<file path="src/rtl/multicycle_control_unit.sv">
// Multicycle RV32I control unit: one Moore FSM driving every datapath
// enable and mux select, with in-state branch resolution and a memory
// wait handshake (mem_ready).
//
// Ports:
//   i_clk, i_rst              clock (rising edge), async active-high reset
//   i_opcode/i_funct3/i_funct7_5  instruction fields from the IR
//   i_alu_zero/lt/ltu         ALU compare flags for branch resolution
//   i_mem_ready               memory completes its access this cycle
//   o_pc_write .. o_mem_read  datapath write/access enables
//   o_address_src             0=PC, 1=ALUOut
//   o_result_src              00=ALUOut, 01=mem data reg, 10=ALU result
//   o_alu_src_A               00=PC, 01=old_PC, 10=rs1, 11=zero
//   o_alu_src_B               00=rs2, 01=imm, 10=constant 4
//   o_imm_src                 000=I 001=S 010=B 011=J 100=U
//   o_alu_control             ALU op code (upper bits 0)
//   o_illegal_instr           trap indicator
//   o_state                   current FSM state (debug)
//
// Build option: define ILLEGAL_TRAP_EN to send illegal instructions to a
// TRAP state that only reset leaves. Without it an illegal instruction
// is a NOP (back to FETCH) and o_illegal_instr is tied 0.
module multicycle_control_unit #(
  parameter int ALU_CTRL_W = 4
) (
  input  logic                  i_clk,
  input  logic                  i_rst,
  input  logic [6:0]            i_opcode,
  input  logic [2:0]            i_funct3,
  input  logic                  i_funct7_5,
  input  logic                  i_alu_zero,
  input  logic                  i_alu_lt,
  input  logic                  i_alu_ltu,
  input  logic                  i_mem_ready,
  output logic                  o_pc_write,
  output logic                  o_IR_write,
  output logic                  o_reg_write,
  output logic                  o_mem_write,
  output logic                  o_mem_read,
  output logic                  o_address_src,
  output logic [1:0]            o_result_src,
  output logic [1:0]            o_alu_src_A,
  output logic [1:0]            o_alu_src_B,
  output logic [2:0]            o_imm_src,
  output logic [ALU_CTRL_W-1:0] o_alu_control,
  output logic                  o_illegal_instr,
  output logic [3:0]            o_state
);

  localparam logic [6:0] OP_LOAD   = 7'b0000011;
  localparam logic [6:0] OP_STORE  = 7'b0100011;
  localparam logic [6:0] OP_R      = 7'b0110011;
  localparam logic [6:0] OP_I      = 7'b0010011;
  localparam logic [6:0] OP_BRANCH = 7'b1100011;
  localparam logic [6:0] OP_JAL    = 7'b1101111;
  localparam logic [6:0] OP_JALR   = 7'b1100111;
  localparam logic [6:0] OP_LUI    = 7'b0110111;
  localparam logic [6:0] OP_AUIPC  = 7'b0010111;

  localparam logic [3:0] ALU_ADD  = 4'd0;
  localparam logic [3:0] ALU_SUB  = 4'd1;
  localparam logic [3:0] ALU_AND  = 4'd2;
  localparam logic [3:0] ALU_OR   = 4'd3;
  localparam logic [3:0] ALU_XOR  = 4'd4;
  localparam logic [3:0] ALU_SLT  = 4'd5;
  localparam logic [3:0] ALU_SLTU = 4'd6;
  localparam logic [3:0] ALU_SLL  = 4'd7;
  localparam logic [3:0] ALU_SRL  = 4'd8;
  localparam logic [3:0] ALU_SRA  = 4'd9;

  typedef enum logic [3:0] {
    S_FETCH     = 4'd0,
    S_DECODE    = 4'd1,
    S_MEM_ADR   = 4'd2,
    S_MEM_READ  = 4'd3,
    S_MEM_WB    = 4'd4,
    S_MEM_WRITE = 4'd5,
    S_EXEC_R    = 4'd6,
    S_EXEC_I    = 4'd7,
    S_ALU_WB    = 4'd8,
    S_BRANCH    = 4'd9,
    S_JAL       = 4'd10,
    S_JALR      = 4'd11,
    S_LINK      = 4'd12,
    S_LUI       = 4'd13,
    S_AUIPC     = 4'd14
`ifdef ILLEGAL_TRAP_EN
    , S_TRAP    = 4'd15
`endif
  } state_t;

  state_t     r_state;
  state_t     w_next;
  logic       w_op_ok;
  logic       w_illegal;
  logic       w_br_taken;
  logic [3:0] w_alu_dec;
  logic [3:0] w_alu;

  always_ff @(posedge i_clk or posedge i_rst) begin
    if (i_rst) r_state <= S_FETCH;
    else       r_state <= w_next;
  end

  // Only opcode and the two reserved branch funct3 codes are screened.
  always_comb begin
    case (i_opcode)
      OP_LOAD, OP_STORE, OP_R, OP_I, OP_BRANCH,
      OP_JAL, OP_JALR, OP_LUI, OP_AUIPC: w_op_ok = 1'b1;
      default:                           w_op_ok = 1'b0;
    endcase
    w_illegal = !w_op_ok ||
                (i_opcode == OP_BRANCH && i_funct3[2:1] == 2'b01);
  end

  always_comb begin
    case (i_funct3)
      3'b000:  w_br_taken = i_alu_zero;
      3'b001:  w_br_taken = !i_alu_zero;
      3'b100:  w_br_taken = i_alu_lt;
      3'b101:  w_br_taken = !i_alu_lt;
      3'b110:  w_br_taken = i_alu_ltu;
      3'b111:  w_br_taken = !i_alu_ltu;
      default: w_br_taken = 1'b0;
    endcase
  end

  // funct7_5 selects sub only for R-type; srl/sra uses it in both.
  always_comb begin
    case (i_funct3)
      3'b000:  w_alu_dec = (r_state == S_EXEC_R && i_funct7_5)
                           ? ALU_SUB : ALU_ADD;
      3'b001:  w_alu_dec = ALU_SLL;
      3'b010:  w_alu_dec = ALU_SLT;
      3'b011:  w_alu_dec = ALU_SLTU;
      3'b100:  w_alu_dec = ALU_XOR;
      3'b101:  w_alu_dec = i_funct7_5 ? ALU_SRA : ALU_SRL;
      3'b110:  w_alu_dec = ALU_OR;
      default: w_alu_dec = ALU_AND;
    endcase
  end

  always_comb begin
    case (i_opcode)
      OP_STORE:        o_imm_src = 3'b001;
      OP_BRANCH:       o_imm_src = 3'b010;
      OP_JAL:          o_imm_src = 3'b011;
      OP_LUI, OP_AUIPC: o_imm_src = 3'b100;
      default:         o_imm_src = 3'b000;
    endcase
  end

  always_comb begin
    w_next          = r_state;
    o_pc_write      = 1'b0;
    o_IR_write      = 1'b0;
    o_reg_write     = 1'b0;
    o_mem_write     = 1'b0;
    o_mem_read      = 1'b0;
    o_address_src   = 1'b0;
    o_result_src    = 2'b00;
    o_alu_src_A     = 2'b00;
    o_alu_src_B     = 2'b00;
    w_alu           = ALU_ADD;
    o_illegal_instr = 1'b0;
    case (r_state)
      S_FETCH: begin
        o_alu_src_B  = 2'b10;
        o_result_src = 2'b10;
        o_IR_write   = i_mem_ready;
        o_pc_write   = i_mem_ready;
        if (i_mem_ready) w_next = S_DECODE;
      end
      S_DECODE: begin
        o_alu_src_A = 2'b01;
        o_alu_src_B = 2'b01;
        if (w_illegal) begin
`ifdef ILLEGAL_TRAP_EN
          w_next = S_TRAP;
`else
          w_next = S_FETCH;
`endif
        end else begin
          case (i_opcode)
            OP_LOAD, OP_STORE: w_next = S_MEM_ADR;
            OP_R:              w_next = S_EXEC_R;
            OP_I:              w_next = S_EXEC_I;
            OP_BRANCH:         w_next = S_BRANCH;
            OP_JAL:            w_next = S_JAL;
            OP_JALR:           w_next = S_JALR;
            OP_LUI:            w_next = S_LUI;
            default:           w_next = S_AUIPC;
          endcase
        end
      end
      S_MEM_ADR: begin
        o_alu_src_A = 2'b10;
        o_alu_src_B = 2'b01;
        // opcode bit 5 separates store (0100011) from load (0000011)
        w_next = i_opcode[5] ? S_MEM_WRITE : S_MEM_READ;
      end
      S_MEM_READ: begin
        o_address_src = 1'b1;
        o_mem_read    = 1'b1;
        if (i_mem_ready) w_next = S_MEM_WB;
      end
      S_MEM_WB: begin
        o_result_src = 2'b01;
        o_reg_write  = 1'b1;
        w_next       = S_FETCH;
      end
      S_MEM_WRITE: begin
        o_address_src = 1'b1;
        o_mem_write   = 1'b1;
        if (i_mem_ready) w_next = S_FETCH;
      end
      S_EXEC_R: begin
        o_alu_src_A = 2'b10;
        w_alu       = w_alu_dec;
        w_next      = S_ALU_WB;
      end
      S_EXEC_I: begin
        o_alu_src_A = 2'b10;
        o_alu_src_B = 2'b01;
        w_alu       = w_alu_dec;
        w_next      = S_ALU_WB;
      end
      S_ALU_WB: begin
        o_reg_write = 1'b1;
        w_next      = S_FETCH;
      end
      S_BRANCH: begin
        o_alu_src_A = 2'b10;
        w_alu       = ALU_SUB;
        o_pc_write  = w_br_taken;
        w_next      = S_FETCH;
      end
      S_JAL: begin
        o_pc_write  = 1'b1;
        o_alu_src_A = 2'b01;
        o_alu_src_B = 2'b10;
        w_next      = S_ALU_WB;
      end
      S_JALR: begin
        o_alu_src_A  = 2'b10;
        o_alu_src_B  = 2'b01;
        o_result_src = 2'b10;
        o_pc_write   = 1'b1;
        w_next       = S_LINK;
      end
      S_LINK: begin
        o_alu_src_A = 2'b01;
        o_alu_src_B = 2'b10;
        w_next      = S_ALU_WB;
      end
      S_LUI: begin
        o_alu_src_A = 2'b11;
        o_alu_src_B = 2'b01;
        w_next      = S_ALU_WB;
      end
      S_AUIPC: begin
        o_alu_src_A = 2'b01;
        o_alu_src_B = 2'b01;
        w_next      = S_ALU_WB;
      end
`ifdef ILLEGAL_TRAP_EN
      S_TRAP: begin
        o_illegal_instr = 1'b1;
        w_next          = S_TRAP;
      end
`endif
      default: w_next = S_FETCH;
    endcase
    // Reset overrides the mem_ready-driven FETCH enables as well.
    if (i_rst) begin
      o_pc_write      = 1'b0;
      o_IR_write      = 1'b0;
      o_reg_write     = 1'b0;
      o_mem_write     = 1'b0;
      o_mem_read      = 1'b0;
      o_illegal_instr = 1'b0;
    end
  end

  always_comb begin
    o_alu_control      = '0;
    o_alu_control[3:0] = w_alu;
  end

  assign o_state = r_state;

endmodule
</file>
<file path="config.mk">
export PLATFORM = sky130hd
export DESIGN_NAME = multicycle_control_unit
export DESIGN_NICKNAME = d
export VERILOG_FILES = /design/src/rtl/multicycle_control_unit.sv
export SDC_FILE = /design/constraint.sdc
export NUM_CORES = 1
export LEC_CHECK = 0
export ABC_AREA = 0
export BUFFER_PORTS_ARGS = -buffer_cell sky130_fd_sc_hd__buf_2
export CAP_MARGIN = 0
export CORE_ASPECT_RATIO = 0.75
export CORE_MARGIN = 2
export CORE_UTILIZATION = 40
export DETAILED_ROUTE_END_ITERATION = 10
export GPL_TIMING_DRIVEN = 0
export PLACE_DENSITY = 0.75
export RECOVER_POWER = 50
export SLEW_MARGIN = 10
export SYNTH_ARGS = -nofsm -noshare
export SYNTH_HDL_FRONTEND = slang
export SYNTH_SLANG_ARGS = --single-unit
</file>
<file path="constraint.sdc">
create_clock -name i_clk -period 1.8 [get_ports i_clk]
set_clock_uncertainty 0.05 [all_clocks]
set_input_delay 0.36 -clock i_clk [delete_from_list [all_inputs] [get_ports i_clk]]
set_output_delay 0.36 -clock i_clk [all_outputs]
set_load 0.01 [all_outputs]
</file>
==> impl_metrics.py, run 1 <==
metrics = {
    "sta": {
        "slew_viol_final": 0,
        "grt_setup_unrepaired": "true",
        "hold_ws_ns": 0.364,
        "finalCriticalPeriod_ns": 1.96,
        "setup_viol": 10,
        "tns_ns": -0.685,
        "clock.fmax_mhz": 510,
        "finalCritPeriodShare": 1.09,
        "hold_viol": 0,
        "fin_ws_ns": -0.162,
    },
    "routing": {
        "drt_drc_violations_left": 0,
        "drt_iter0_markers": 72,
        "dr.pass1.iters": 5,
        "wl_per_cell_um": 15.0,
        "drt-total-wl_mm": 2.89,
        "routed-via-count": 1175,
        "vias_per_cell": 6.09,
        "ant_nets": 0,
    },
    "status": {
        "status": "complete, but fails checks",
        "violations": "setup timing",
    },
    "die": {
        "pin_count": 41,
        "fp.coreArea_mm2": 0.00177,
        "die_h_um": 42.1,
        "start_util": 0.438,
        "die_w_um": 54.9,
        "row_count": 13,
        "fp.dieArea_mm2": 0.00231,
    },
    "worst_setup_path": {
        "start_kind": "flip-flop",
        "crit_required_ns": 1.89,
        "worstSetupEndpointType": "flip-flop",
        "worstPathMaxFanout": 6,
        "worst-setup-path-type": "flip-flop to flip-flop",
        "crit_arrival_ns": 2.05,
    },
    "clock_network": {
        "clock_latency_ns": 0.24,
        "htree_num_levels": 1,
        "clockRootBuffer": "clkbuf_4",
        "cts_sinks": 4,
        "cts_tree": "yes",
        "clock_path_buffers": 2,
        "cts_buffers": 3,
        "clkTransAtPathRegs_ns": 0.04,
    },
    "synthesis": {
        "ys_warn_count": 0,
        "synth_cell_types": 43,
        "synth-seq-area-share": 0.129,
        "async_reset_ff_frac": 1.00,
        "syn_area_um2": 776,
        "avgSynthCellArea_um2": 6.52,
        "syn_nets": 136,
        "synth_edf_count": 0,
        "synth-seq-cells": 4,
        "syn_inst": 119,
        "yosys_most_used_dff": "dfrtp_1",
    },
    "power": {
        "power.density_mw_per_mm2": 518,
        "combinationalPowerShare": 0.658,
        "p_total_mw": 0.675,
        "power_switching_mw": 0.289,
        "p_int_mw": 0.385,
        "p_seq_frac": 0.171,
        "clockPowerShare": 0.171,
        "vdd_drop_max_v": 0.000366,
        "power.leakage_nw": 0.572,
        "power.switching_fraction": 0.429,
    },
    "min_path": {
        "holdCritPathClass": "input pin to flip-flop",
    },
    "place": {
        "dp_hpwl_mm": 1.80,
        "io_buffer_count": 34,
        "placed_cells": 175,
        "place_congestion": 0.937,
    },
    "final_layout": {
        "finalNetCount": 190,
        "syn2layout_area_growth_pct": 67.9,
        "fillers": 135,
        "drive_gt1_frac": 0.526,
        "diodes": 0,
        "finalNonFillerCells": 193,
        "largest_reg_flops": 4,
        "utilization": 0.735,
    },
    "global_route": {
        "grt_pass1_wl_mm": 4.28,
        "antenna_found_initial": 0,
        "grt_max_degree": 11,
        "grt_pass1_vias": 928,
        "grt_overflow_total": 0,
        "grt_usage": 0.247,
    },
    "run": {
        "maxCapViolCount": 0,
    },
}
path summary, 6_finish.rpt:
| kind | startpoint | slack (ns) | endpoint | cells past startpoint |
|---|---|---|---|---|
| max | o_state[1] | -0.16 | o_state[3] | 5 |
| min | i_opcode[3] | 0.36 | o_state[0] | 2 |
| max reg2reg | o_state[1] | -0.16 | o_state[3] | 5 |
| min reg2reg | o_state[0] | 0.64 | o_state[2] | 3 |
| max in group asynchronous | i_rst | 0.94 | o_state[1] | 3 |
| min in group asynchronous | i_rst | 0.58 | o_state[2] | 3 |
layer usage:
metal / GRT usage / wire length [um] / up-vias
met2: 0.364 / 1350 / 83
li1: - / - / 538
met4: 0.100 / 117 / 0
met5: 0 / 0 / -
met1: 0.339 / 1140 / 537
met3: 0.0571 / 285 / 17
cell usage after synthesis, types with 2 or more instances:
| cell | instances | area (um2) |
|---|---|---|
| nand2b_1 | 5 | 31.3 |
| o2bb2ai_1 | 2 | 17.5 |
| o311ai_1 | 2 | 17.5 |
| dfrtp_1 | 4 | 100 |
| nor3_1 | 8 | 40.0 |
| a2111oi_0 | 2 | 17.5 |
| o21ai_0 | 4 | 20.0 |
| xor2_1 | 2 | 17.5 |
| nor2b_1 | 6 | 37.5 |
| xnor2_1 | 4 | 35.0 |
| nand2_1 | 13 | 48.8 |
| nor2_1 | 14 | 52.6 |
| a21oi_1 | 10 | 50.1 |
| inv_1 | 2 | 7.51 |
| nor3b_1 | 2 | 15.0 |
| o21ai_1 | 3 | 15.0 |
| clkbuf_1 | 9 | 33.8 |
| nor4_1 | 2 | 12.5 |
power groups by stage:
| stage | Combinational, mW | Clock, mW | Sequential [mW] |
|---|---|---|---|
| after floorplan | 0.190 | 0 | 0.117 |
| after global routing | 0.473 | 0.125 | 0.117 |
| after CTS | 0.358 | 0.115 | 0.114 |
| final | 0.444 | 0.115 | 0.115 |
| after detailed placement | 0.291 | 0 | 0.117 |
| after global placement | 0.286 | 0 | 0.115 |
cells in the final DEF (no fill, tap or decap), types with 3 or more instances in the layout:
master    instances
buf_2            34
buf_4            14
nand2_1          11
nor2_1           11
a21oi_1           9
nand2b_1          5
nor3_1            5
clkbuf_2          4
o21ai_1           4
buf_6             3
o21ai_0           3
nor2b_2           3
xnor2_1           3
clkbuf_4          3
dfrtp_2           3
worst max-delay path: stages, from the launching register on:
cell and delay (ns):
dfrtp_2 0.46, or4b_4 0.59, a311oi_2 0.33, o21ai_2 0.16
buf_4 0.16, o32ai_2 0.11
per-stage QoR:
stage	worst slack [ns]	area [um2]
5_1_grt	-0.194	1300
4_1_cts	-0.0899	1140
3_5_place_dp	-0.131	973
6_report	-0.162	1300
2_1_floorplan	-0.00223	776
3_3_place_gp	-0.0652	973
cell families (layout without fill, tap and decap cells):
family	count (synthesis)	count (layout)	share of synthesized area
AOI/OAI and AO/OA	33	33	0.306
xor gates and xnor gates	6	6	0.0677
buffers and inverters	16	68	0.0935
DFF	4	4	0.129
other	1	1	0.00483
and+or+nand+nor	59	59	0.398
timing repair:
action / in CTS / in global routing
hold buffers: 1 / 0
setup buffers: 8 / 7
setup endpoints to repair: 16 / 20
pin swaps: 4 / 12
cloned: 0 / 0
endpoints found under the hold margin: 2 / 0
resized for setup: 22 / 36
cell type report:
type / instances / area (um2) / area share
buffer: 11 / 95.1 / 0.0730
clock buffer: 3 / 22.5 / 0.0173
inverter: 4 / 20.0 / 0.0154
multi-input combinational: 99 / 722 / 0.554
sequential: 4 / 104 / 0.0797
tap: 22 / 27.5 / 0.0211
timing repair buffer: 50 / 312 / 0.239
Note: power is estimated with default switching activity, not from simulation.
==> run 2: changes to the inputs <==
--- a/config.mk
+++ b/config.mk
@@ -15,6 +15,7 @@
 export GPL_TIMING_DRIVEN = 0
 export PLACE_DENSITY = 0.75
 export RECOVER_POWER = 50
+export SETUP_SLACK_MARGIN = 0.3
 export SLEW_MARGIN = 10
 export SYNTH_ARGS = -nofsm -noshare
 export SYNTH_HDL_FRONTEND = slang
==> run 2 against run 1 <==
Effect of this change:
- the run still ends with setup timing left
- wire length up 21%
- worst hold slack got worse by 0.21 ns
- sequential cell count unchanged
- design area rose by 13%
- register-to-register slack better by 0.06 ns
- count of clock-buffer cells in the layout unchanged
- global-route usage rose by 1.2 points
- largest cell class unchanged
==> impl_metrics.py, run 2 (same netlist as run 1, synthesis figures left out) <==
metrics = {
    "status": {
        "status": "complete, but fails checks",
        "violations": "setup timing",
    },
    "sta": {
        "finalCritPeriodShare": 1.07,
        "clock.fmax_mhz": 520,
        "slew_viol_final": 0,
        "worst_slew_pin_slew_ns": 0.637,
        "hold_ws_ns": 0.157,
        "fin_ws_ns": -0.123,
        "max_slew_margin": 0.565,
        "setup_viol": 9,
        "hold_viol": 0,
        "finalCriticalPeriod_ns": 1.92,
        "grt_setup_unrepaired": "true",
    },
    "run": {
        "maxCapViolCount": 0,
    },
    "die": {
        "pin_count": 41,
        "start_util": 0.438,
        "fp.coreArea_mm2": 0.00177,
        "row_count": 13,
        "die_h_um": 42.1,
        "fp.dieArea_mm2": 0.00231,
        "die_w_um": 54.9,
    },
    "routing": {
        "vias_per_cell": 6.17,
        "routed-via-count": 1228,
        "dr.pass1.iters": 4,
        "wl_per_cell_um": 17.6,
        "drt_drc_violations_left": 0,
        "drt_iter0_markers": 77,
        "ant_nets": 0,
        "drt-total-wl_mm": 3.51,
    },
    "worst_setup_path": {
        "worstPathMaxFanout": 7,
        "crit_arrival_ns": 1.51,
        "start_kind": "flip-flop",
        "worstSetupEndpointType": "primary output",
        "worst-setup-path-type": "flip-flop to primary output",
        "crit_required_ns": 1.39,
    },
    "global_route": {
        "grt_max_degree": 11,
        "grt_overflow_total": 0,
        "grt_usage": 0.259,
        "grt_pass1_vias": 1005,
        "antenna_found_initial": 0,
        "grt_pass1_wl_mm": 4.60,
    },
    "clock_network": {
        "cts_tree": "yes",
        "clkTransAtPathRegs_ns": 0.04,
        "clockRootBuffer": "clkbuf_4",
        "cts_buffers": 3,
        "htree_num_levels": 1,
        "clock_latency_ns": 0.22,
        "clock_path_buffers": 2,
        "cts_sinks": 4,
    },
    "final_layout": {
        "syn2layout_area_growth_pct": 89.4,
        "final_cell_mix": "buf_2 (30), buf_4 (18), nor2_1 (10), nand2_1 (9), buf_6 (8)",
        "regArea_um2": 103,
        "largest_reg_flops": 4,
        "final_common_cell": "buf_2",
        "finalNetCount": 196,
        "multi_input_area_um2": 792,
        "drive_gt1_frac": 0.616,
        "diodes": 0,
        "fillers": 104,
    },
    "min_path": {
        "holdCritPathClass": "input pin to asynchronous set/reset pin",
    },
    "power": {
        "power.density_mw_per_mm2": 498,
        "p_total_mw": 0.732,
        "vdd_drop_max_v": 0.000477,
        "power.leakage_nw": 0.667,
    },
    "place": {
        "io_buffer_count": 34,
        "dp_hpwl_mm": 1.79,
        "place_congestion": 0.919,
    },
}
==> run 2: worst max-delay path: stages, from the launching register on <==
cell	delay (ns)
dfrtp_2	0.48
clkbuf_8	0.22
nand2_4	0.06
nor2_1	0.18
nor2_2	0.05
nor2_1	0.13
buf_2	0.17
==> run 2: stage by stage <==
stage | setup TNS (ns) | worst slack (ns) | utilization | cell area [um2] | instances
floorplan | -0.00215 | -0.00215 | - | 822 | 119
global placement | -0.0917 | -0.0498 | 0.575 | 1020 | 175
detailed placement | -0.109 | -0.0538 | 0.575 | 1020 | 175
CTS | -0.123 | -0.0526 | 0.746 | 1320 | 192
global route | -1.17 | -0.194 | 0.829 | 1470 | 199
finish | -0.546 | -0.123 | 0.829 | 1470 | 199
==> run 2: cell type report <==
type,count,share of cell area
Sequential cell,4,0.0698
Multi-Input combinational cell,99,0.539
Inverter,4,0.0153
Tap cell,22,0.0187
Timing Repair Buffer,55,0.248
Buffer,12,0.0937
Clock buffer,3,0.0153
==> run 2: what timing repair did <==
action,CTS,global route
hold buffers,0,0
endpoints found under the setup margin,23,23
pin swaps,8,4
resized for setup,47,28
gates cloned,1,0
buffers inserted,13,7
==> run 2: path summary, 6_finish.rpt <==
path	to	cells past startpoint	from	slack (ns)
worst max-delay path	o_result_src[1]	6	o_state[1]	-0.12
worst min-delay path	o_state[0]	2	i_rst	0.16
worst max register to register	o_state[0]	4	o_state[1]	-0.10
worst min register to register	o_state[2]	3	o_state[0]	0.71
max in group asynchronous	o_state[1]	2	i_rst	1.37
min in group i_clk	o_state[0]	3	i_opcode[3]	0.44
==> run 2: per-layer routing <==
layer	wire, um	global-route usage	part of all wire
met2	1630	0.410	0.46
met3	365	0.0357	0.10
met1	1350	0.366	0.39
met5	0	0	0
met4	155	0.0550	0.044
==> run 2: power by group <==
group	switching (mW)	internal, mW
logic	0.269	0.244
clock network	0.0277	0.0739
registers	0.0167	0.100
total	0.313	0.418
